### config.mk
export PLATFORM = sky130hd
export DESIGN_NAME = mc_control_unit
export DESIGN_NICKNAME = d
export VERILOG_FILES = /design/src/rtl/mc_control_unit.sv
export SDC_FILE = /design/constraint.sdc
export NUM_CORES = 1
export LEC_CHECK = 0
export ABC_AREA = 1
export CELL_PAD_IN_SITES_DETAIL_PLACEMENT = 1
export CELL_PAD_IN_SITES_GLOBAL_PLACEMENT = 2
export CORE_MARGIN = 5
export CORE_UTILIZATION = 26
export DETAILED_ROUTE_END_ITERATION = 12
export PLACE_DENSITY_LB_ADDON = 0.1
export SLEW_MARGIN = 20
export SYNTH_ARGS = -nofsm -noshare
export SYNTH_HDL_FRONTEND = slang
export SYNTH_SLANG_ARGS = --single-unit
### constraint.sdc
create_clock -name clk -period 1.8 [get_ports clk]
set_input_delay 0.36 -clock clk [delete_from_list [all_inputs] [get_ports clk]]
set_output_delay 0.36 -clock clk [all_outputs]
set_load 0.01 [all_outputs]
### src/rtl/mc_control_unit.sv
// Multi-cycle MIPS-subset control unit: fetch/decode/exec/mem/writeback sequencing,
// decoded ALU-control fields latched per instruction, and a retired-instruction counter.
module mc_control_unit #(
    parameter int unsigned ALUC_W   = 4,
    parameter int unsigned MEM_WAIT = 1,
    parameter int unsigned CNT_W    = 16
) (
    input  logic              clk,
    input  logic              resetn,
    input  logic [5:0]        op,
    input  logic [5:0]        func,
    input  logic              z,
    input  logic              mem_ready,
    output logic [1:0]        pcsrc,
    output logic              pc_we,
    output logic              ir_we,
    output logic              mem_req,
    output logic              wmem,
    output logic              wreg,
    output logic [ALUC_W-1:0] aluc,
    output logic              shift,
    output logic              sext,
    output logic              aluimm,
    output logic              regrt,
    output logic              m2reg,
    output logic              jal,
    output logic [2:0]        state,
    output logic              illegal,
    output logic [CNT_W-1:0]  retired
);

    typedef enum logic [2:0] {
        StFetch  = 3'd0,
        StDecode = 3'd1,
        StExec   = 3'd2,
        StMem    = 3'd3,
        StWb     = 3'd4,
        StTrap   = 3'd5
    } state_e;

    typedef enum logic [3:0] {
        ClsAlu, ClsBeq, ClsBne, ClsLw, ClsSw, ClsJ, ClsJal, ClsJr, ClsIll
    } cls_e;

    state_e            state_q, state_d;
    cls_e              cls_q, cls_d, dec_cls;
    // Field bundle: {aluc[3:0], shift, sext, aluimm, regrt, m2reg, jal}
    logic [9:0]        fld_q, fld_d, dec_fld;
    logic [CNT_W-1:0]  retired_q, retired_d;
    logic              mem_done;

    assign mem_done = (MEM_WAIT == 0) ? 1'b1 : mem_ready;

    always_comb begin
        dec_cls = ClsIll;
        dec_fld = '0;
        case (op)
            6'b000000: begin
                dec_cls = ClsAlu;
                case (func)
                    6'b100000: dec_fld = {4'b0000, 6'b000000};
                    6'b100010: dec_fld = {4'b0100, 6'b000000};
                    6'b100100: dec_fld = {4'b0001, 6'b000000};
                    6'b100101: dec_fld = {4'b0101, 6'b000000};
                    6'b100110: dec_fld = {4'b0010, 6'b000000};
                    6'b000000: dec_fld = {4'b0011, 6'b100000};
                    6'b000010: dec_fld = {4'b0111, 6'b100000};
                    6'b000011: dec_fld = {4'b1111, 6'b100000};
                    6'b001000: dec_cls = ClsJr;
                    default:   dec_cls = ClsIll;
                endcase
            end
            6'b001000: begin dec_cls = ClsAlu; dec_fld = {4'b0000, 6'b011100}; end
            6'b001100: begin dec_cls = ClsAlu; dec_fld = {4'b0001, 6'b001100}; end
            6'b001101: begin dec_cls = ClsAlu; dec_fld = {4'b0101, 6'b001100}; end
            6'b001110: begin dec_cls = ClsAlu; dec_fld = {4'b0010, 6'b001100}; end
            6'b001111: begin dec_cls = ClsAlu; dec_fld = {4'b0110, 6'b001100}; end
            6'b100011: begin dec_cls = ClsLw;  dec_fld = {4'b0000, 6'b011110}; end
            6'b101011: begin dec_cls = ClsSw;  dec_fld = {4'b0000, 6'b011000}; end
            6'b000100: begin dec_cls = ClsBeq; dec_fld = {4'b0010, 6'b010000}; end
            6'b000101: begin dec_cls = ClsBne; dec_fld = {4'b0010, 6'b010000}; end
            6'b000010: dec_cls = ClsJ;
            6'b000011: begin dec_cls = ClsJal; dec_fld = {4'b0000, 6'b000001}; end
            default:   dec_cls = ClsIll;
        endcase
    end

    always_comb begin
        state_d   = state_q;
        cls_d     = cls_q;
        fld_d     = fld_q;
        retired_d = retired_q;
        pcsrc     = 2'b00;
        pc_we     = 1'b0;
        ir_we     = 1'b0;
        mem_req   = 1'b0;
        wmem      = 1'b0;
        wreg      = 1'b0;
        case (state_q)
            StFetch: begin
                mem_req = 1'b1;
                if (mem_done) begin
                    ir_we   = 1'b1;
                    pc_we   = 1'b1;
                    state_d = StDecode;
                end
            end
            StDecode: begin
                if (dec_cls == ClsIll) begin
                    state_d = StTrap;
                end else begin
                    fld_d = dec_fld;
                    cls_d = dec_cls;
                    case (dec_cls)
                        ClsJ:    begin pc_we = 1'b1; pcsrc = 2'b11; state_d = StFetch; end
                        ClsJr:   begin pc_we = 1'b1; pcsrc = 2'b10; state_d = StFetch; end
                        ClsJal:  begin pc_we = 1'b1; pcsrc = 2'b11; state_d = StWb;    end
                        default: state_d = StExec;
                    endcase
                end
            end
            StExec: begin
                case (cls_q)
                    ClsBeq: begin
                        pc_we   = z;
                        pcsrc   = z ? 2'b01 : 2'b00;
                        state_d = StFetch;
                    end
                    ClsBne: begin
                        pc_we   = ~z;
                        pcsrc   = z ? 2'b00 : 2'b01;
                        state_d = StFetch;
                    end
                    ClsLw, ClsSw: state_d = StMem;
                    default:      state_d = StWb;
                endcase
            end
            StMem: begin
                mem_req = 1'b1;
                wmem    = (cls_q == ClsSw);
                if (mem_done) begin
                    state_d = (cls_q == ClsSw) ? StFetch : StWb;
                end
            end
            StWb: begin
                wreg    = 1'b1;
                state_d = StFetch;
            end
            StTrap:  state_d = StTrap;
            default: state_d = StFetch;
        endcase

        // Retire on every completed instruction; FETCH->FETCH waits do not count.
        if (state_d == StFetch && state_q != StFetch && state_q != StTrap) begin
            retired_d = retired_q + CNT_W'(1);
        end

        if (!resetn) begin
            pcsrc   = 2'b00;
            pc_we   = 1'b0;
            ir_we   = 1'b0;
            mem_req = 1'b0;
            wmem    = 1'b0;
            wreg    = 1'b0;
        end
    end

    always_ff @(posedge clk) begin
        if (!resetn) begin
            state_q   <= StFetch;
            cls_q     <= ClsAlu;
            fld_q     <= '0;
            retired_q <= '0;
        end else begin
            state_q   <= state_d;
            cls_q     <= cls_d;
            fld_q     <= fld_d;
            retired_q <= retired_d;
        end
    end

    assign state   = state_q;
    assign illegal = (state_q == StTrap);
    assign retired = retired_q;
    assign aluc    = ALUC_W'(fld_q[9:6]);
    assign shift   = fld_q[5];
    assign sext    = fld_q[4];
    assign aluimm  = fld_q[3];
    assign regrt   = fld_q[2];
    assign m2reg   = fld_q[1];
    assign jal     = fld_q[0];

endmodule

# Word-level counts from Yosys, hierarchy flattened
# Cells that the tools add are included.
# classes
shift	0
n_mul	0
bitwise_logic	2
div_mod_pow	0
n_eq_ne	33
n_lt_le_gt_ge	0
n_reduce_logical	17
n_mux	32
add_sub_neg	1
# ops
cell	count
10-bit one-hot mux with 10 select lines	1
10-bit one-hot mux with 7 select lines	1
6-bit == test, second input constant	7
6-bit by 4-bit == test with 1-bit output, second input constant	6
4-bit one-hot mux with 8 select lines	1
6-bit by 2-bit == test with 1-bit output, second input constant	4
16-bit by 1-bit adder with 16-bit output, second input constant	1
4-bit by 3-bit == test with 1-bit output, second input constant	4
3-bit one-hot mux with 5 select lines	1
1-bit 2-to-1 mux	14
6-bit by 3-bit == test with 1-bit output, second input constant	2
6-bit zero test	2
3-bit 2-to-1 mux	4
3-bit one-hot mux with 2 select lines	2
2-bit OR reduction	6
4-bit by 2-bit == test with 1-bit output, second input constant	2
2-bit one-hot mux with 2 select lines	2
4-bit one-hot mux with 2 select lines	1
8-bit OR reduction	1
3-bit by 2-bit == test with 1-bit output, second input constant	2
3-bit == test, second input constant	2
3-bit zero test	2
5-bit OR reduction	1
4-bit by 1-bit == test with 1-bit output, second input constant	1
other kinds (11)	15
# totals
latch_bits	0
rom_bits	0
regBits	33
mem_count	0
ramBits	0

# Depth between registers and ports, before layout
# logic_depth
depth_word	12
depth_mapped	13
mapped_depth_nobuf	13

# Worst setup path after synthesis
# Ideal clock, no wire load.
# synth_path
path_kind	register to register
start	register state_q[0], in the netlist state[0]
end	register retired_q[5], in the netlist retired[5]
arrival_time_ps	1502
path_stages_with_launch	12
synth_period_minus_slack_ps	1635
required_ps	1668
slack_ps	165
setup_ps	132
path_cell_list	dfxtp_1 -> nand2_1 -> nor2_1 -> inv_1 -> or2_2 -> nand2_1 -> inv_1 -> nand2_2 -> inv_2 -> buf_4 -> nand3_1 -> a21oi_1
# synth_between
elab_chain_len	5
# synth_rtl
element	line_no	rtl
start, declared	45	state_e state_q, state_d;
start signal, assigned	170	state_q <= StFetch;
start signal, assigned	175	state_q <= state_d;
3-bit == test (tied with other cells)	99	case (state_q)
3-bit one-hot mux with 5 select lines	99	
3-bit zero test	154	if (state_d == StFetch && state_q != StFetch && state_q != StTrap) begin
1-bit logical AND	154	
1-bit logical AND *	154	
end signal, assigned	178	retired_q <= retired_d;
end, declared	49	logic [CNT_W-1:0] retired_q, retired_d;
# Every way passes the cells marked *; elsewhere a longest branch is shown, timed or not.
# A chain may end at the register's enable or synchronous reset.

# Worst setup path after layout
# Ends and elaborated chain as after synthesis.

==> tab_implementation.tex <==
\begin{tabular}{lr}
\hline
Metric & Value \\
\hline
\multicolumn{2}{l}{\textbf{Run status}} \\
Outcome & completed \\
\multicolumn{2}{l}{\textbf{Worst setup path}} \\
Crit path cell chain & buf\_4 -> nand3\_4 -> buf\_6 -> nor2\_2 -> nor3\_4 -> buf\_6 -> nand4\_4 -> buf\_6 -> o21ai\_1 -> a21oi\_1 \\
Gate family responsible for the most delay along the worst path & buffers and inverters \\
Critical Path Source & state[0] \\
Cell at the slowest stage of the critical path & sky130\_fd\_sc\_hd\_\_dfxtp\_4 \\
Data arrival time of the critical path & approximately 2.0 ns \\
Worst setup path end & retired[5] \\
Critical Path Source Type & flop \\
Reg-to-reg setup timing slack & between 0.002 and 0.003 ns \\
Largest driver fanout on the critical path & 8 \\
Path type of the worst setup path & reg2reg \\
Number of buffer and inverter stages on the critical path & 4 \\
Kind of end point of the critical path & flop \\
Stage delay of the slowest cell on the critical path & approximately 0.38 ns \\
Data required time at the worst endpoint & just under 2 ns \\
Reg2Reg Capture Point & retired[5] \\
Startpoint of the worst-slack reg-to-reg timing path & state[0] \\
CP Depth & 10 \\
Number of cells on the worst reg-to-reg path & 10 \\
Critical path's most frequent cell & sky130\_fd\_sc\_hd\_\_buf\_6 \\
\multicolumn{2}{l}{\textbf{Finish}} \\
Filler cells & between 1000 and 1500 \\
Layout cells sized above 1 & 0.465 \\
Most frequent standard cell in the layout excluding fill and tap cells & sky130\_fd\_sc\_hd\_\_buf\_4 \\
Final instance area & between 3000 and 4000 um2 \\
Ant diodes & 0 \\
Final-stage net count & $\sim$470 \\
Layout area overhead & 82.6\% \\
Core utilization of the finished layout & 0.483 \\
Commonest cells after routing, fill and taps aside & sky130\_fd\_sc\_hd\_\_buf\_4, sky130\_fd\_sc\_hd\_\_nand2\_1, sky130\_fd\_sc\_hd\_\_clkdlybuf4s50\_1 \\
Non-filler instance count after layout & 563 \\
\multicolumn{2}{l}{\textbf{Run}} \\
Number of maximum-capacitance violations & 0 \\
\multicolumn{2}{l}{\textbf{Clock tree}} \\
Number of H-tree levels & 2 \\
CTS Root Buffer Type & sky130\_fd\_sc\_hd\_\_clkbuf\_8 \\
Sinks on Clock Net & 33 \\
CTS Hold Bufs & 0 \\
Clock latency on the worst-skew pair & 0.29 ns \\
TritonCTS clock tree & done \\
Maximum count of clock buffers along a single path & 2 \\
Clock input transition at the sequential cells of the worst setup and hold paths & around 0.070 ns \\
Number of CTS-inserted buffers & 5 \\
\multicolumn{2}{l}{\textbf{STA}} \\
Post-layout min period & $\sim$1.8 ns \\
Rel. slew slack & 0.773 \\
Number of hold violations in the final report & 0 \\
Setup repair after global routing missed its margin & yes \\
Fraction of the cycle the final worst path needs & 0.999 \\
Slew at the pin closest to its max-slew limit & 0.338 ns \\
Max-slew violation total from the final report & 0 \\
Max Clock Skew & between 0.007 and 0.008 ns \\
Hold Worst Slack & 0.463 ns \\
Fmax & between 500 and 600 MHz \\
Count of final setup violators & 0 \\
\multicolumn{2}{l}{\textbf{Power}} \\
Worst vdd rail ir drop & 0.000418 V \\
Pwr Density & approximately 560 nW/um2 \\
Leak & 1.60 nW \\
\multicolumn{2}{l}{\textbf{Detailed routing}} \\
Routed length on met3 & approximately 230 um \\
Iteration count of the initial detailed-routing pass & 4 \\
Routed wire length on met2 & $\sim$4.4 mm \\
Final Routed Wirelength & between 8 and 9 mm \\
Detailed-route via count & between 2000 and 3000 \\
Top Layer Used & met4 \\
Violation count after the first detailed-routing iteration & 36 \\
Post-route DRC & 0 \\
Antenna-violating nets left & 0 \\
Final routed wire length divided by cell count & 14.3 um \\
Met1 Routed Length & 3.32 mm \\
Via/cell ratio & 4.75 \\
\multicolumn{2}{l}{\textbf{Synthesis}} \\
Unique masters post-synth & 33 \\
Number of storage elements in the synthesis netlist & 33 \\
Post-synthesis average cell area & 6.65 um2 \\
Post-Syn Area & approximately 2200 um2 \\
Mapped Cells & 324 \\
Proportion of synthesized chip area in sequential cells & 0.307 \\
Post-Synthesis Net Count & roughly 340 \\
Number of warnings printed during yosys synthesis & 0 \\
\multicolumn{2}{l}{\textbf{Floorplanning}} \\
Total I/O pin count & between 50 and 60 \\
Floorplan die width & between 100 and 150 um \\
Number of cell rows & 33 \\
Die Footprint & a little over 10000 um2 \\
Floorplan die height & slightly above 100 um \\
Standard cell core area & 8130 um2 \\
Initial cell density of the core & 0.265 \\
\multicolumn{2}{l}{\textbf{Placed design}} \\
DP HPWL & around 6 mm \\
Cell area after placement & around 3200 um2 \\
IO buf count & between 50 and 60 \\
Number of placed instances with taps included & $\sim$530 \\
RD Place Congestion & 0.791 \\
\multicolumn{2}{l}{\textbf{GRT}} \\
Total Routing Usage GR & 0.158 \\
GRT Residual Overflow & 0 \\
Maximum number of pins on one net before global-route repair & 16 \\
Initial antenna violation count & 0 \\
Global-route wire length before repair & between 10 and 15 mm \\
Vias in the first global route & around 2800 \\
\multicolumn{2}{l}{\textbf{Hold path}} \\
HP Class & reg2reg \\
\hline
\end{tabular}
-- where the power goes --
part	switching, mW	internal (mW)	leakage [nW]
Combinational	0.363	0.323	1.28
Clock	0.292	0.452	0.0585
Sequential	0.0233	0.752	0.270
-- how the worst min path moves through the flow --
| stage | start | end | slack [ns] | cells past startpoint |
|---|---|---|---|---|
| 2_1_floorplan | cls_q[3] | cls_q[3] | 0.43 | 2 |
| 3_3_place_gp | fld_q[9] | fld_q[9] | 0.45 | 2 |
| 3_5_place_dp | fld_q[9] | fld_q[9] | 0.45 | 2 |
| 4_1_cts | fld_q[1] | fld_q[1] | 0.47 | 2 |
| 5_1_grt | fld_q[1] | fld_q[1] | 0.48 | 2 |
| 6_report | fld_q[9] | fld_q[9] | 0.46 | 2 |
-- Yosys cell counts --
library cell               instances  share of area
sky130_fd_sc_hd__buf_4             2         0.0070
sky130_fd_sc_hd__xor2_1            7          0.028
sky130_fd_sc_hd__o21ai_0          28          0.065
sky130_fd_sc_hd__a21oi_1          30          0.070
sky130_fd_sc_hd__xnor2_1           7          0.028
sky130_fd_sc_hd__nor2_4            1         0.0052
sky130_fd_sc_hd__nor4_1            2         0.0058
sky130_fd_sc_hd__nand4_1           6          0.017
sky130_fd_sc_hd__nand3_1          38          0.088
sky130_fd_sc_hd__nand4_4           1         0.0099
sky130_fd_sc_hd__nor2_1           38          0.066
sky130_fd_sc_hd__nand3_2           4          0.019
sky130_fd_sc_hd__clkbuf_2          1         0.0023
sky130_fd_sc_hd__inv_2             2         0.0035
sky130_fd_sc_hd__nand4_2           2          0.012
sky130_fd_sc_hd__nand2_4           2          0.010
sky130_fd_sc_hd__a31oi_1           2         0.0058
sky130_fd_sc_hd__ha_1              1         0.0058
sky130_fd_sc_hd__buf_6             1         0.0052
sky130_fd_sc_hd__nand2_2           5          0.015
sky130_fd_sc_hd__clkbuf_1          3         0.0052
sky130_fd_sc_hd__nor3_1            6          0.014
sky130_fd_sc_hd__a211oi_1          2         0.0070
sky130_fd_sc_hd__clkinv_1          2         0.0035
sky130_fd_sc_hd__inv_1            39          0.068
sky130_fd_sc_hd__nor2_2            5          0.015
sky130_fd_sc_hd__nor3_4            1         0.0076
sky130_fd_sc_hd__nand2_1          49          0.085
sky130_fd_sc_hd__nor2_8            1         0.0093
sky130_fd_sc_hd__a31o_2            1         0.0041
sky130_fd_sc_hd__buf_2             1         0.0023
sky130_fd_sc_hd__or2_2             1         0.0029
sky130_fd_sc_hd__dfxtp_1          33           0.31
-- registers in the layout, summed over array words and instances (netlist names) --
register and cells:
state 3, retired 16, fld_q 10, cls_q 4
-- logic make-up (layout without fill, tap and decap cells) --
logic type / after synthesis / after routing / synth area share
buffers and inverters: 51 / 185 / 0.0970
AND/OR/NAND/NOR: 162 / 162 / 0.382
flip-flops: 33 / 33 / 0.307
adder cells (fa/ha/maj): 1 / 1 / 0.00581
AO/OA/AOI/OAI: 63 / 63 / 0.152
XOR/XNOR: 14 / 14 / 0.0569
-- stage by stage --
stage / setup TNS (ns) / setup slack, ns / power, mW
finish: 0 / 0.00250 / 2.21
global route: -1.26 / -0.105 / 2.32
CTS: -0.526 / -0.0415 / 2.17
detailed placement: -21.25 / -0.815 / 1.31
global placement: -19.99 / -0.755 / 1.29
floorplan: 0 / 0.165 / 1.02
-- per-layer routing --
| layer | up-vias | GRT usage |
|---|---|---|
| met2 | 39 | 0.295 |
| met1 | 1278 | 0.183 |
| met4 | 0 | 0.0450 |
| met5 | - | 0 |
| met3 | 11 | 0.0256 |
| li1 | 1348 | - |
-- area by class of cell --
cell class / instances / area [um2] / area share
multi-input cells: 240 / 1670 / 0.425
repair buffers: 134 / 1170 / 0.297
inverters: 43 / 176 / 0.0449
well taps: 105 / 131 / 0.0334
clock inverters: 1 / 30.0 / 0.00764
clock buffers: 7 / 86.3 / 0.0220
flip-flops and latches: 33 / 671 / 0.171
-- what timing repair did --
item / in CTS / in global routing
endpoints found under the setup margin: 39 / 30
pin swaps: 38 / 45
cloned: 1 / 1
buffers inserted: 13 / 11
gates resized for setup: 96 / 125
-- worst reg2reg max path: stages (launching register included) --
cell and delay (ns):
sky130_fd_sc_hd__dfxtp_4 0.38, sky130_fd_sc_hd__buf_4 0.15, sky130_fd_sc_hd__nand3_4 0.10, sky130_fd_sc_hd__buf_6 0.10
sky130_fd_sc_hd__nor2_2 0.05, sky130_fd_sc_hd__nor3_4 0.27, sky130_fd_sc_hd__buf_6 0.15, sky130_fd_sc_hd__nand4_4 0.10
sky130_fd_sc_hd__buf_6 0.18, sky130_fd_sc_hd__o21ai_1 0.13, sky130_fd_sc_hd__a21oi_1 0.07
No activity file was read; power rests on OpenSTA's default activity.
